$ cat src/rtl/exp_arbiter_if.sv
// rtl/exp_arbiter_if.sv - exception source / CP0 handshake bundle for exp_arbiter
interface exp_arbiter_if #(
  parameter int NSRC = 3,
  parameter int IDW  = 3
) ();
  logic [NSRC-1:0] irq_in;
  logic [NSRC-1:0] mask;
  logic            exp_block;
  logic            exp_taken;
  logic            is_eret;
  logic [NSRC-1:0] exp_src;
  logic [IDW-1:0]  cur_id;
  logic            busy;
  logic [NSRC-1:0] pending;

  // Sources and CP0 side: drives requests and control, observes the arbiter.
  modport master (
    output irq_in, mask, exp_block, exp_taken, is_eret,
    input  exp_src, cur_id, busy, pending
  );

  // Arbiter side.
  modport slave (
    input  irq_in, mask, exp_block, exp_taken, is_eret,
    output exp_src, cur_id, busy, pending
  );
endinterface

$ cat src/rtl/exp_arbiter.sv
// rtl/exp_arbiter.sv - exception request arbiter feeding CP0 ExpSrc (optional EXP_ARB_ROUNDROBIN_EN)
module exp_arbiter #(
  parameter int NSRC = 3,
  parameter int IDW  = 3
) (
  input  logic          clk,
  input  logic          reset,
  exp_arbiter_if.slave  bus
);

  typedef enum logic [1:0] {
    IDLE    = 2'd0,
    REQ     = 2'd1,
    SERVICE = 2'd2
  } state_t;

  state_t          state_q, state_d;
  logic [NSRC-1:0] pending_q, pending_d;
  logic [NSRC-1:0] exp_src_q, exp_src_d;
  logic [IDW-1:0]  cur_id_q, cur_id_d;
  logic [NSRC-1:0] eligible;
  logic [NSRC-1:0] clr;
  logic [NSRC-1:0] cur_sel;
  logic [IDW-1:0]  winner;
  logic            grant;
`ifdef EXP_ARB_ROUNDROBIN_EN
  logic [IDW-1:0]  rr_q, rr_d;
  logic [IDW-1:0]  cand;
`endif

  // One-hot decode built by comparison so index widths never mismatch.
  function automatic logic [NSRC-1:0] onehot(input logic [IDW-1:0] id);
    logic [NSRC-1:0] v;
    for (int i = 0; i < NSRC; i++) v[i] = (id == IDW'(i));
    return v;
  endfunction

  // Eligibility and winner selection.
  always_comb begin
    eligible = bus.pending & ~bus.mask;
    winner   = '0;
`ifdef EXP_ARB_ROUNDROBIN_EN
    cand     = '0;
    for (int k = NSRC - 1; k >= 0; k--) begin
      cand = IDW'((int'(rr_q) + k) % NSRC);
      if ((eligible & onehot(cand)) != '0) winner = cand;
    end
`else
    for (int i = NSRC - 1; i >= 0; i--) begin
      if ((eligible & onehot(IDW'(i))) != '0) winner = IDW'(i);
    end
`endif
    grant = (eligible != '0) && !bus.exp_block;
  end

  // Next-state, output and pending-clear logic.
  always_comb begin
    state_d   = state_q;
    exp_src_d = exp_src_q;
    cur_id_d  = cur_id_q;
    clr       = '0;
    cur_sel   = onehot(cur_id_q);
`ifdef EXP_ARB_ROUNDROBIN_EN
    rr_d      = rr_q;
`endif
    case (state_q)
      IDLE: begin
        exp_src_d = '0;
        if (grant) begin
          state_d   = REQ;
          exp_src_d = onehot(winner);
          cur_id_d  = winner;
        end
      end
      REQ: begin
        // Acceptance beats withdrawal when both happen in the same cycle.
        if (bus.exp_taken) begin
          state_d   = SERVICE;
          exp_src_d = '0;
          clr       = cur_sel;
`ifdef EXP_ARB_ROUNDROBIN_EN
          rr_d      = (cur_id_q == IDW'(NSRC - 1)) ? '0 : cur_id_q + 1'b1;
`endif
        end else if (((bus.mask & cur_sel) != '0) || bus.exp_block) begin
          state_d   = IDLE;
          exp_src_d = '0;
        end
      end
      SERVICE: begin
        exp_src_d = '0;
        if (bus.is_eret) state_d = IDLE;
      end
      default: begin
        state_d   = IDLE;
        exp_src_d = '0;
      end
    endcase
    // A new event wins over a same-cycle clear so it is never lost.
    pending_d = (pending_q & ~clr) | bus.irq_in;
  end

  // State and output registers with asynchronous reset.
  always_ff @(posedge clk or posedge reset) begin
    if (reset) begin
      state_q   <= IDLE;
      pending_q <= '0;
      exp_src_q <= '0;
      cur_id_q  <= '0;
`ifdef EXP_ARB_ROUNDROBIN_EN
      rr_q      <= '0;
`endif
    end else begin
      state_q   <= state_d;
      pending_q <= pending_d;
      exp_src_q <= exp_src_d;
      cur_id_q  <= cur_id_d;
`ifdef EXP_ARB_ROUNDROBIN_EN
      rr_q      <= rr_d;
`endif
    end
  end

  assign bus.exp_src = exp_src_q;
  assign bus.cur_id  = cur_id_q;
  assign bus.busy    = (state_q != IDLE);
  assign bus.pending = pending_q;

endmodule
$ cat src/flat_wrapper.sv
// flat-port wrapper written by rule: the top's interface ports become plain ports
module exp_arbiter_flat 
#(
  parameter int NSRC = 3,
  parameter int IDW  = 3
)
  (clk, reset, bus_irq_in, bus_mask, bus_exp_block, bus_exp_taken, bus_is_eret, bus_exp_src, bus_cur_id, bus_busy, bus_pending);
  exp_arbiter_if #(.NSRC(NSRC), .IDW(IDW)) bus_i ();
  input  logic clk;
  input  logic reset;
  input wire logic [$bits(bus_i.irq_in)-1:0] bus_irq_in;
  input wire logic [$bits(bus_i.mask)-1:0] bus_mask;
  input wire logic [$bits(bus_i.exp_block)-1:0] bus_exp_block;
  input wire logic [$bits(bus_i.exp_taken)-1:0] bus_exp_taken;
  input wire logic [$bits(bus_i.is_eret)-1:0] bus_is_eret;
  output wire logic [$bits(bus_i.exp_src)-1:0] bus_exp_src;
  output wire logic [$bits(bus_i.cur_id)-1:0] bus_cur_id;
  output wire logic [$bits(bus_i.busy)-1:0] bus_busy;
  output wire logic [$bits(bus_i.pending)-1:0] bus_pending;
  assign bus_i.irq_in = bus_irq_in;
  assign bus_i.mask = bus_mask;
  assign bus_i.exp_block = bus_exp_block;
  assign bus_i.exp_taken = bus_exp_taken;
  assign bus_i.is_eret = bus_is_eret;
  assign bus_exp_src = bus_i.exp_src;
  assign bus_cur_id = bus_i.cur_id;
  assign bus_busy = bus_i.busy;
  assign bus_pending = bus_i.pending;
  exp_arbiter #(.NSRC(NSRC), .IDW(IDW)) u_core (.clk(clk), .reset(reset), .bus(bus_i));
endmodule
$ cat config.mk
export PLATFORM = sky130hd
export DESIGN_NAME = exp_arbiter_flat
export DESIGN_NICKNAME = d
export VERILOG_FILES = /design/src/rtl/exp_arbiter_if.sv /design/src/rtl/exp_arbiter.sv /design/src/flat_wrapper.sv
export SDC_FILE = /design/constraint.sdc
export NUM_CORES = 1
export LEC_CHECK = 0
export ABC_AREA = 1
export CORE_AREA = 2 2 39 41
export DETAILED_ROUTE_END_ITERATION = 12
export DIE_AREA = 0 0 41 43
export GPL_TIMING_DRIVEN = 0
export PLACE_DENSITY_LB_ADDON = 0.1
export SLEW_MARGIN = 20
export SYNTH_ARGS = -nofsm -noshare
export SYNTH_HDL_FRONTEND = slang
export SYNTH_SLANG_ARGS = --single-unit
$ cat constraint.sdc
create_clock -name clk -period 1.4 [get_ports clk]
set_input_delay 0.14 -clock clk [delete_from_list [all_inputs] [get_ports clk]]
set_output_delay 0.14 -clock clk [all_outputs]
set_load 0.01 [all_outputs]
# Word-level counts from Yosys, hierarchy flattened
# Cells that the tools add are included.
# Widths: inputs -> output; s select.
[classes]
n_bitwise = 6
multipliers = 0
shift = 0
reduce_logical = 11
add_sub_neg = 0
div = 0
eq_ne = 9
n_lt_le_gt_ge = 0
mux = 14
[ops]
columns = ["operator", "n"]
rows = [
  ["$mux 3", 7],
  ["$mux 2", 5],
  ["$and 3x3->3", 3],
  ["$eq 3x1->1 const B", 2],
  ["$eq 3x2->1 const B", 2],
  ["$logic_not 3->1", 2],
  ["$not 3->3", 2],
  ["$pmux 2 s3", 1],
  ["$pmux 3 s2", 1],
  ["$reduce_bool 3->1", 2],
  ["$ne 3x2->1 const B", 1],
  ["$or 3x3->3", 1],
  ["$reduce_and 3->1", 1],
  ["$eq 2x1->1 const B", 1],
  ["$eq 2x2->1 const B", 1],
  ["$logic_not 2->1", 1],
  ["$ne 2x1->1 const B", 1],
  ["$ne 2x2->1 const B", 1],
  ["$reduce_and 2->1", 1],
  ["$reduce_bool 2->1", 1],
  ["$logic_and 1x1->1", 1],
  ["$logic_not 1->1", 1],
  ["$logic_or 1x1->1", 1],
]
[totals]
out_inout_bits = 10
mem_bits_ro = 0
latchBits = 0
n_memories = 0
mem_bits_rw = 0
ff_bits = 11

# Logic depth before layout (Yosys ltp)
[logic_depth]
word_depth = 8
mapped_depth = 6

# Worst setup path before layout
# OpenSTA, ideal clock, no wires.
[synth_path]
path_kind = "register to register"
from = "register u_core.state_q[1]"
to = "register u_core.cur_id_q[0] (netlist: u_core.bus.cur_id[0])"
path_buffers = 0
slack_ns = 0.373
arrival_ns = 0.909
period_less_slack_ns = 1.027
path_stages_with_launch = 6
path_cell_list = "dfrtp_1 or2_4 nor2_4 nand2_2 nand2_1 nand2_1"
[synth_via]
elab_chain_cells = 2
[synth_rtl]
columns = ["item", "line_no", "text"]
rows = [
  ["from (decl)", "exp_arbiter.sv:17", "state_t state_q, state_d;"],
  ["from (signal assigned)", "exp_arbiter.sv:113", "state_q <= state_d;"],
  ["$logic_not 2->1", "exp_arbiter.sv:66", "case (state_q)"],
  ["$reduce_and 2->1 (no source line)", "-", ""],
  ["to (signal assigned)", "exp_arbiter.sv:116", "cur_id_q <= cur_id_d;"],
  ["to (decl)", "exp_arbiter.sv:20", "logic [IDW-1:0] cur_id_q, cur_id_d;"],
]
# No other way between the ends.
# A chain may end at the register's enable or synchronous reset.

# Final worst setup path
[layout_path]
from = "register u_core.pending_q[0] (netlist: u_core.bus.pending[0])"
to = "output port bus_pending[0]"
[layout_rtl]
columns = ["item", "line_no", "text"]
rows = [
  ["from (decl)", "exp_arbiter.sv:18", "logic [NSRC-1:0] pending_q, pending_d;"],
  ["from (signal assigned)", "exp_arbiter.sv:114", "pending_q <= pending_d;"],
  ["to (decl)", "flat_wrapper.sv:19", "output wire logic [$bits(bus_i.pending)-1:0] bus_pending;"],
]
# No word-level cell between the ends.

==> impl.org <==
** Run status
- Status :: finished clean

** Critical path
- Slowest stage delay, CP :: between 0.5 and 0.6 ns
- Critical-path cell list :: clkdlybuf4s50_1
- Slack of the worst reg-to-reg path :: slightly above 0.3 ns
- The slowest stage of the critical path is the clkdlybuf4s50_1 cell.
- Critical path class :: flop to output pin
- Buffering stage count on the worst path with inverters included :: 1
- Launching instance or port of the critical path :: u_core.bus.pending[0]$_DFF_PP0_
- The worst register-to-register path ends at u_core.bus.exp_src[2]$_DFFE_PP0P_.
- Logic depth of the worst path, buffers included :: 1
- Endpoint type of the worst setup path :: output pin
- Logic depth of the worst register-to-register path :: 7
- Largest fanout on the critical path :: 5
- Critical path destination :: bus_pending[0]
- Critical path launch point type :: flop
- STA puts the critical path data required time at ~1.3 ns.
- Worst reg2reg startpoint :: u_core.bus.cur_id[1]$_DFFE_PP0P_
- For the worst setup path, the data arrival time is roughly 1.2 ns.
- In this design, the largest share of critical-path delay is due to buffers and inverters.

** Placement
- The congestion estimate from routability-driven global placement came to roughly 0.75.
- Pre-CTS WS :: between 0.1 and 0.15 ns
- Half-perimeter wire length after placement :: 850 um
- During placement, the flow inserted port buffers numbering 19.

** Global routing
- First-pass GRT wire length :: ~1700 um
- Total congestion overflow :: 0
- Entering global routing, the biggest net connects 11 pins.
- Global routing usage summed across all routing layers :: 0.151
- Antenna violations before repair :: 0
- Via count of the first global-routing pass :: about 450

** Clocking
- Count of H-tree levels built during CTS :: 1
- Clock-pin slew was measured on the worst setup and hold paths at ~0.070 ns.
- In this run the clock root is driven by a clkbuf_4.
- Clock tree buffer depth :: 2
- Clock sink count :: 10
- The clock reaches the later pin of the worst-skew pair after around 0.27 ns.
- TritonCTS built the clock tree.
- Cts bufs inserted :: 3

** Die
- Top-level port count :: 21
- Initial cell density of the core :: 0.373
- Die Wd :: 41 um
- Number of standard-cell rows in the floorplan :: 14
- The core region is about 1400 sq um.
- Die extent in y :: 43 um
- The die covers approximately 1800 sq um.

** Synth
- Synthesis inferred 10 register bits.
- Post-synthesis net count :: slightly below 80
- For this run, the register share of the synthesized area comes to 0.484.
- Distinct cell type count of the synthesized netlist :: 17
- Gate Count Post-Synth :: around 70
- The Yosys step of the flow raised 0 warnings.
- Average footprint of a synthesized cell :: between 7 and 8 sq um
- Post-synthesis instance area :: between 500 and 600 sq um

** Finish
- Commonest cells after routing, fill and taps aside :: 21 x nand2_1, 18 x clkdlybuf4s50_1, 10 x inv_1
- Diode count :: 0
- Most common cell after layout, fill and taps aside :: nand2_1
- Counting the fill cells in the layout gives ~140.
- The area growth from synthesis to layout is 50.8%.
- In the final layout, the share of cells above drive strength 1 is 0.151.
- The final layout contains 105 nets.

** Pwr
- The worst-case IR drop observed on VDD is between 0.6 and 0.7 mV.
- Static leakage :: 0.000390 uW
- Total power per unit cell area :: 1310 nW/um^2

** Route
- The routed layout has between 400 and 500 vias.
- In the final routed layout, each cell accounts on average for ~10 um.
- In the routed design, unresolved DRC markers number 0.
- Detail-routed via count per cell :: ~4.4
- In this run, the number of DRC markers left after iteration 0 of detailed routing was 4.
- The routed design has roughly 1100 um of wire.
- DRT Pass-1 Iters :: 3
- The count of nets left with antenna violations once routing finished came out at 0.

** Hold path
- Hold Path Class :: input port to async pin

** STA
- Once routing completed, OpenROAD measured the worst setup slack at 0.0572 ns.
- Setup repair after global routing left no endpoint under its margin.
- Derived from the worst setup path, the maximum achievable clock frequency is around 0.74 GHz.
- The hold violation count in the final report came to 0.
- Setup violations remaining at the end of the flow were counted as 0.
- For the finished layout, the period the worst path requires is about 1.3 ns.
- Final clock skew :: 0.00323 ns
- The number of pins with negative max-slew slack in the final report is 0.
- Total Negative Setup Slacks :: 0 ns
- Tcrit/Tclk final :: 0.959

** Job
- Max-cap check violation count :: 0
[flip-flops by register name, summed over array words and instances (netlist names)]
signal and cells:
u_core.bus.exp_src 3, u_core.bus.pending 3, u_core.bus.cur_id 2, u_core.state_q 2
[metrics by stage]
step           hold slack, ns  cells  area (sq um)  utilization  total power (uW)
5_1_grt                 0.200    109           779        0.563              1090
3_3_place_gp            0.450    103           727        0.525               740
3_5_place_dp            0.458    103           727        0.525               742
6_report                0.145    109           779        0.563              1020
4_1_cts                 0.162    109           777        0.561              1030
2_1_floorplan         -0.0198     68           517            -               583
[area by class of cell]
cell class	instances	area, sq um	share of cell area
plain buffers	1	7.51	0.00963
well taps	16	20.0	0.0257
flip-flops and latches	10	251	0.323
multi-input cells	46	218	0.279
inverters	11	41.3	0.0530
clock buffers	4	36.3	0.0465
repair buffers	21	205	0.263
[power breakdown]
part           total (uW)  switching, uW  internal (uW)
clock                 262            104            158
sequential            371           32.0            339
combinational         386            193            193
[logic make-up (layout without fill, tap and decap cells)]
| group | count (synthesis) | in the layout | share of synthesized area |
|---|---|---|---|
| buf+inv | 12 | 37 | 0.0944 |
| compound gates | 5 | 5 | 0.0533 |
| other cells | 1 | 1 | 0.00726 |
| simple gates | 40 | 40 | 0.361 |
| flops | 10 | 10 | 0.484 |
[cells in the mapped netlist (all sizes together)]
library cell  instances  area [sq um]
conb                  1          3.75
or2                   2          15.0
nand3b                1          7.51
o21ai                 3          15.0
dfrtp                10           250
nand3                 8          40.0
buf                   1          7.51
nand2                22          85.1
inv                  11          41.3
a21o                  1          7.51
a21oi                 1          5.00
nor2                  7          38.8
[worst min-delay path by stage]
| stage | from | end | slack [ns] | depth (start not counted) |
|---|---|---|---|---|
| 2_1_floorplan | reset | u_core.bus.cur_id[0]$_DFFE_PP0P_ | -0.02 | 1 |
| 3_3_place_gp | reset | u_core.bus.exp_src[0]$_DFFE_PP0P_ | 0.45 | 2 |
| 3_5_place_dp | reset | u_core.bus.exp_src[0]$_DFFE_PP0P_ | 0.46 | 2 |
| 4_1_cts | reset | u_core.state_q[1]$_DFFE_PP0P_ | 0.16 | 2 |
| 5_1_grt | reset | u_core.bus.exp_src[0]$_DFFE_PP0P_ | 0.20 | 2 |
| 6_report | reset | u_core.bus.exp_src[0]$_DFFE_PP0P_ | 0.14 | 2 |
[routing by layer]
| layer | share of wire | global-route usage | up-vias | routed length (um) |
|---|---|---|---|---|
| met5 | 0 | 0 | - | 0 |
| met4 | 0.029 | 0.120 | 0 | 31 |
| met3 | 0.051 | 0.0314 | 4 | 55 |
| met2 | 0.44 | 0.213 | 13 | 469 |
| met1 | 0.48 | 0.189 | 212 | 516 |
| li1 | - | - | 255 | - |
[what timing repair did]
action,4_1_cts,5_1_grt
setup buffers,2,0
setup endpoints to repair,3,2
gates resized for setup,1,2
hold buffers,0,0
(Power assumes the default switching activity.)
==> RTL edit 1: new RTL, config.mk and constraints unchanged <==
`IDW` is set to 3 in 3 places; all go to 2.
--- a/src/rtl/exp_arbiter_if.sv
+++ b/src/rtl/exp_arbiter_if.sv
@@ -2,5 +2,5 @@
 interface exp_arbiter_if #(
   parameter int NSRC = 3,
-  parameter int IDW  = 3
+  parameter int IDW  = 2
 ) ();
   logic [NSRC-1:0] irq_in;
--- a/src/rtl/exp_arbiter.sv
+++ b/src/rtl/exp_arbiter.sv
@@ -2,5 +2,5 @@
 module exp_arbiter #(
   parameter int NSRC = 3,
-  parameter int IDW  = 3
+  parameter int IDW  = 2
 ) (
   input  logic          clk,
--- a/src/flat_wrapper.sv
+++ b/src/flat_wrapper.sv
@@ -3,5 +3,5 @@
 #(
   parameter int NSRC = 3,
-  parameter int IDW  = 3
+  parameter int IDW  = 2
 )
   (clk, reset, bus_irq_in, bus_mask, bus_exp_block, bus_exp_taken, bus_is_eret, bus_exp_src, bus_cur_id, bus_busy, bus_pending);
Ports: changed (resized bus_cur_id); port bits go from 21 to 20. No check against the original RTL was run, so the function may have changed too.
==> RTL edit 1 against the original RTL <==
Critical path type unchanged. Sequential cell count did not move. Largest power group unchanged. Total power increased by 1.0%. Setup slack lost 5.4 ps. Non-clock buffer count up 1. Highest routed layer unchanged. Maximum frequency shrank 0.40%. Wire length down 2.9%. Cell area decreased by 0.48%. Cell count fell by 0.92%. Critical path depth is the same. Largest cell class unchanged. Synthesized area decreased by 3.1%. Via count down 0.41%. Sequential share of layout area is essentially flat.
==> RTL edit 1: results (changes against the original RTL) <==
| Metric | Value |
|---|---|
| Synth Net Count | 76 (was 79) |
| VDD IR max | 0.000679 V (was 0.000660 V) |
| Total GRT Usage | 13.6% (was 15.1%) |
| Synth area leaders | dfrtp_1 50%, nand2_1 16%, inv_1 8.3% (was dfrtp_1 48%, nand2_1 15%, nand3_1 7.7%) |
| Number of antenna-violating nets in the routed design | 0 (unchanged) |
| CTS clock-pin slew for the worst setup and hold paths | 70 ps (about the same) |
| Iter 0 DRT Violations | 13 (was 4) |
| Routed WL | 1040 um (was 1070 um) |
| Root Buffer | clkbuf_4 (unchanged) |
| HPWL Detailed | 828 um (was 850 um) |
| Clk buf depth | 2 (unchanged) |
| H-Tree Depth | 1 (unchanged) |
| Slew @ Worst Pin | 401 ps |
| Port buffer count | 19 (unchanged) |
| Fillers | 144 (was 141) |
| 1st-pass router iterations | 4 (was 3) |
| Slowest Stage Delay on Critical Path | 550 ps |
| Leakage power total | 0.393 nW (was 0.390 nW) |
| Worst Path Arrival | 1210 ps |
| GP Congestion | 0.722 (was 0.755) |
| Layout Skew | 0.586 ps (was 3.23 ps) |
| Share of layout cells above drive strength 1 | 14.1% (was 15.1%) |
| Cell family with the largest share of critical-path delay | buffers and inverters (unchanged) |
| TritonCTS Buffers | 3 (unchanged) |
| Worst Path Max Fanout | 4 (was 5) |
| NumNets Final | 104 (was 105) |
| Yosys cell types | 13 (was 17) |
| CP max stage cell | clkdlybuf4s50_1 (unchanged) |
| Min-delay worst type | in2async (unchanged) |
| Post-synthesis sequential area ratio | 50.0% (was 48.4%) |
| Status | complete, no violations (unchanged) |
| Post-synth top cells | 21 x nand2_1, 11 x inv_1, 10 x dfrtp_1 (was 21 x nand2_1, 10 x dfrtp_1, 10 x inv_1) |
| Post-synthesis async set-or-reset flop share | 100% (unchanged) |
| Dpl cell area | 711 um^2 (was 727 um^2) |
| Initial antenna violation count | 0 (unchanged) |
| Yosys warns | 0 (unchanged) |
| Number of global-route vias before repair | 412 (was 453) |
| Via density per instance | 4.46 (was 4.44) |
| Worst-Skew Late Latency | 260 ps |
| Pin count of the biggest net entering global routing | 11 (unchanged) |
| Diode count | 0 (unchanged) |
| First-pass GRT wire length | 1610 um (was 1730 um) |
==> RTL edit 1: report_power, final <==
part           switching, W  total [W]  internal, W
clock network      0.000102   0.000260     0.000158
registers         0.0000358   0.000375     0.000339
logic              0.000187   0.000394     0.000207
==> RTL edit 1: worst paths after layout <==
check,cells past startpoint,startpoint,end,slack (ps)
max in group asynchronous,2,reset,u_core.bus.pending[2],970
worst max-delay path,1,u_core.bus.pending[0],bus_pending[0],50
worst min register to register,2,u_core.bus.exp_src[2],u_core.bus.exp_src[2],500
min in group clk,3,bus_irq_in[2],u_core.bus.pending[2],400
worst max register to register,6,u_core.state_q[1],u_core.bus.exp_src[1],270
worst min-delay path,2,reset,u_core.bus.exp_src[2],150
==> RTL edit 1: stage by stage <==
step	setup WS (ps)	hold slack [ps]	utilization [%]	instances
5_1_grt	16.4	223	56.1	108
4_1_cts	1.38	161	53.9	104
6_report	51.8	153	56.1	108
2_1_floorplan	374	-19.8	-	65
3_3_place_gp	123	451	51.4	100
3_5_place_dp	122	450	51.4	100
==> RTL edit 1: timing repair <==
action,CTS,global route
setup endpoints to repair,1,3
pin swaps,0,0
resized for setup,1,0
setup buffers,0,4
==> RTL edit 1: layer usage <==
layer / GRT usage, % / vias up / part of all wire, %
met5: 0 / - / 0
met4: 6.00 / 0 / 1.9
met3: 3.14 / 3 / 7.3
met2: 18.8 / 14 / 42
met1: 19.6 / 212 / 49
li1: - / 253 / -
==> RTL edit 1: cell families after synthesis <==
group,count (synthesis),synth area share (%)
simple gates,40,37.3
buf+inv,11,8.25
flops,10,50.0
compound gates,4,4.50
==> RTL edit 1: final cells by class <==
type                    count  share of cell area, %
clock buffers               4                   4.68
inverters                  11                   5.32
flip-flops and latches     10                   32.3
repair buffers             23                   28.2
well taps                  16                   2.58
multi-input cells          44                   26.9
==> RTL edit 2: new RTL, config.mk and constraints unchanged <==
Without the edit above. The 3 states of `state_t` get a one-hot encoding in 3 bits.
--- a/src/rtl/exp_arbiter.sv
+++ b/src/rtl/exp_arbiter.sv
@@ -9,8 +9,8 @@
 );
 
-  typedef enum logic [1:0] {
-    IDLE    = 2'd0,
-    REQ     = 2'd1,
-    SERVICE = 2'd2
+  typedef enum logic [2:0] {
+    IDLE    = 3'b001,
+    REQ     = 3'b010,
+    SERVICE = 3'b100
   } state_t;
 
Formal check against the unedited RTL: same outputs for any inputs over 10 cycles, from zero or initial values and one cycle with reset high; not proved beyond that.
==> RTL edit 2 against the original RTL <==
Total power up 19%. Sequential share of layout area up 0.39 points. Synthesized area up 16%. Sequential cell count up 1. Wire length up 11%. Largest power group unchanged. Combinational power up 35%. Core utilization up 5.4 points. Hold slack better by 17 ps. Critical endpoint is now bus_pending[2]. Critical path type unchanged. Clock skew up 3.1 ps. Setup slack worse by 17 ps. Maximum frequency down 1.2%. Cell area up 9.6%. Synthesized cell count up 7.4%.
==> RTL edit 2: results (changes against the original RTL) <==
| Metric | Value |
|---|---|
| Top_reg_cell synth | dfrtp_1 (unchanged) |
| Worst Path Arrival | 1220 ps (was 1200 ps) |
| Share of layout cells above drive strength 1 | 21.6% (was 15.1%) |
| Worst Path Max Fanout | 4 (was 5) |
| 1st-pass router iterations | 5 (was 3) |
| Number of global-route vias before repair | 493 (was 453) |
| Fillers | 132 (was 141) |
| Via density per instance | 4.82 (was 4.44) |
| Min-delay worst type | in2async (unchanged) |
| WL/cell | 10.5 um (was 9.84 um) |
| Root Buffer | clkbuf_4 (unchanged) |
| Yosys warns | 0 (unchanged) |
| Diode count | 0 (unchanged) |
| Dpl cell area | 812 um^2 (was 727 um^2) |
| Port buffer count | 19 (unchanged) |
| CP max stage cell | clkdlybuf4s50_1 (unchanged) |
| Cell family with the largest share of critical-path delay | buffers and inverters (unchanged) |
| Synth Net Count | 84 (was 79) |
| Iter 0 DRT Violations | 3 (was 4) |
| Layout Skew | 6.36 ps (was 3.23 ps) |
| Leakage power total | 0.423 nW (was 0.390 nW) |
| Worst reg2reg setup slack | 120 ps (was 310 ps) |
| PD cells | 1410 nW/um^2 (was 1310 nW/um^2) |
| Yosys cell types | 22 (was 17) |
| TritonCTS Buffers | 3 (unchanged) |
| CTS clock-pin slew for the worst setup and hold paths | 70 ps (about the same) |
| NumNets Final | 109 (was 105) |
| Post-synthesis sequential area ratio | 45.9% (was 48.4%) |
| VDD IR max | 0.000753 V (was 0.000660 V) |
| Clk buf depth | 2 (unchanged) |
| Pin count of the biggest net entering global routing | 12 (was 11) |
| Total GRT Usage | 16.5% (was 15.1%) |
| Status | complete, no violations (unchanged) |
| H-Tree Depth | 1 (unchanged) |
| R2R depth | 7 (unchanged) |
| Worst-Skew Late Latency | 270 ps (about the same) |
| Post-synthesis async set-or-reset flop share | 100% (unchanged) |
| First-pass GRT wire length | 1930 um (was 1730 um) |
| GP Congestion | 0.712 (was 0.755) |
| Reg2reg start | u_core.state_q[0] (was u_core.bus.cur_id[1]) |
| Worst flop-to-flop path endpoint | u_core.state_q[0] (was u_core.bus.exp_src[2]) |
| Initial antenna violation count | 0 (unchanged) |
| Post-synth top cells | 16 x inv_1, 11 x nand2_1, 10 x dfrtp_1 (was 21 x nand2_1, 10 x dfrtp_1, 10 x inv_1) |
| Slowest Stage Delay on Critical Path | 550 ps |
| Synth area leaders | dfrtp_1 42%, inv_1 10%, nand2_1 6.9% (was dfrtp_1 48%, nand2_1 15%, nand3_1 7.7%) |
| Count of mapped cells out of synthesis | 73 (was 68) |
| Routed WL | 1190 um (was 1070 um) |
| HPWL Detailed | 918 um (was 850 um) |
-- RTL edit 2: changes by cell type in the layout (fill, tap and decap cells not counted), moves of 2 or more --
cell             change
nand2_1             -10
inv_1                +6
nand3_1              -3
nand3_2              +3
nand4_1              +3
o31ai_1              +3
clkdlybuf4s50_1      -2
dlymetal6s2s_1       +2
o21ai_2              +2
-- RTL edit 2: how the worst max path moves through the flow --
stage / from / end / depth (start not counted)
2_1_floorplan: u_core.state_q[0] / u_core.bus.exp_src[1] / 6
3_3_place_gp: u_core.state_q[0] / bus_busy / 4
3_5_place_dp: u_core.state_q[0] / bus_busy / 4
4_1_cts: u_core.bus.cur_id[0] / bus_cur_id[0] / 1
5_1_grt: u_core.state_q[0] / bus_busy / 4
6_report: u_core.bus.pending[2] / bus_pending[2] / 1
-- RTL edit 2: cell type report --
cell class	count	share of cell area, %
Buffer	1	0.878
Clock buffer	4	3.07
Inverter	18	7.91
Multi-Input combinational cell	43	29.3
Sequential cell	11	32.7
Tap cell	16	2.34
Timing Repair Buffer	20	23.9
-- RTL edit 2: through the flow --
stage               worst slack, ps  hold slack (ps)
floorplan                       275            -8.28
global placement               15.1              463
detailed placement           -0.596              465
CTS                            3.87              178
global route                   3.64              203
finish                         40.3              162
-- RTL edit 2: kinds of logic after synthesis --
logic type / Yosys count / synth area share [%]
flops: 11 / 45.9
other cells: 1 / 0.623
simple gates: 32 / 29.5
buf+inv: 19 / 12.5
compound gates: 10 / 11.4
-- RTL edit 2: power by group --
| part | internal [W] | switching (W) | total [W] |
|---|---|---|---|
| logic | 0.000252 | 0.000270 | 0.000522 |
| registers | 0.000402 | 0.0000673 | 0.000470 |
| clock network | 0.000110 | 0.000107 | 0.000217 |
| total | 0.000764 | 0.000444 | 0.00121 |
-- RTL edit 2: what timing repair did --
item | 4_1_cts | 5_1_grt
setup endpoints to repair | 3 | 3
resized for setup | 6 | 3
setup buffers | 0 | 1
-- RTL edit 2: metal layers --
metal / up-vias / track usage [%] / share of wire (%)
li1: 273 / - / -
met1: 250 / 18.2 / 42
met2: 18 / 25.9 / 48
met3: 4 / 5.24 / 8.2
met4: 0 / 10.0 / 2.1
met5: - / 0 / 0
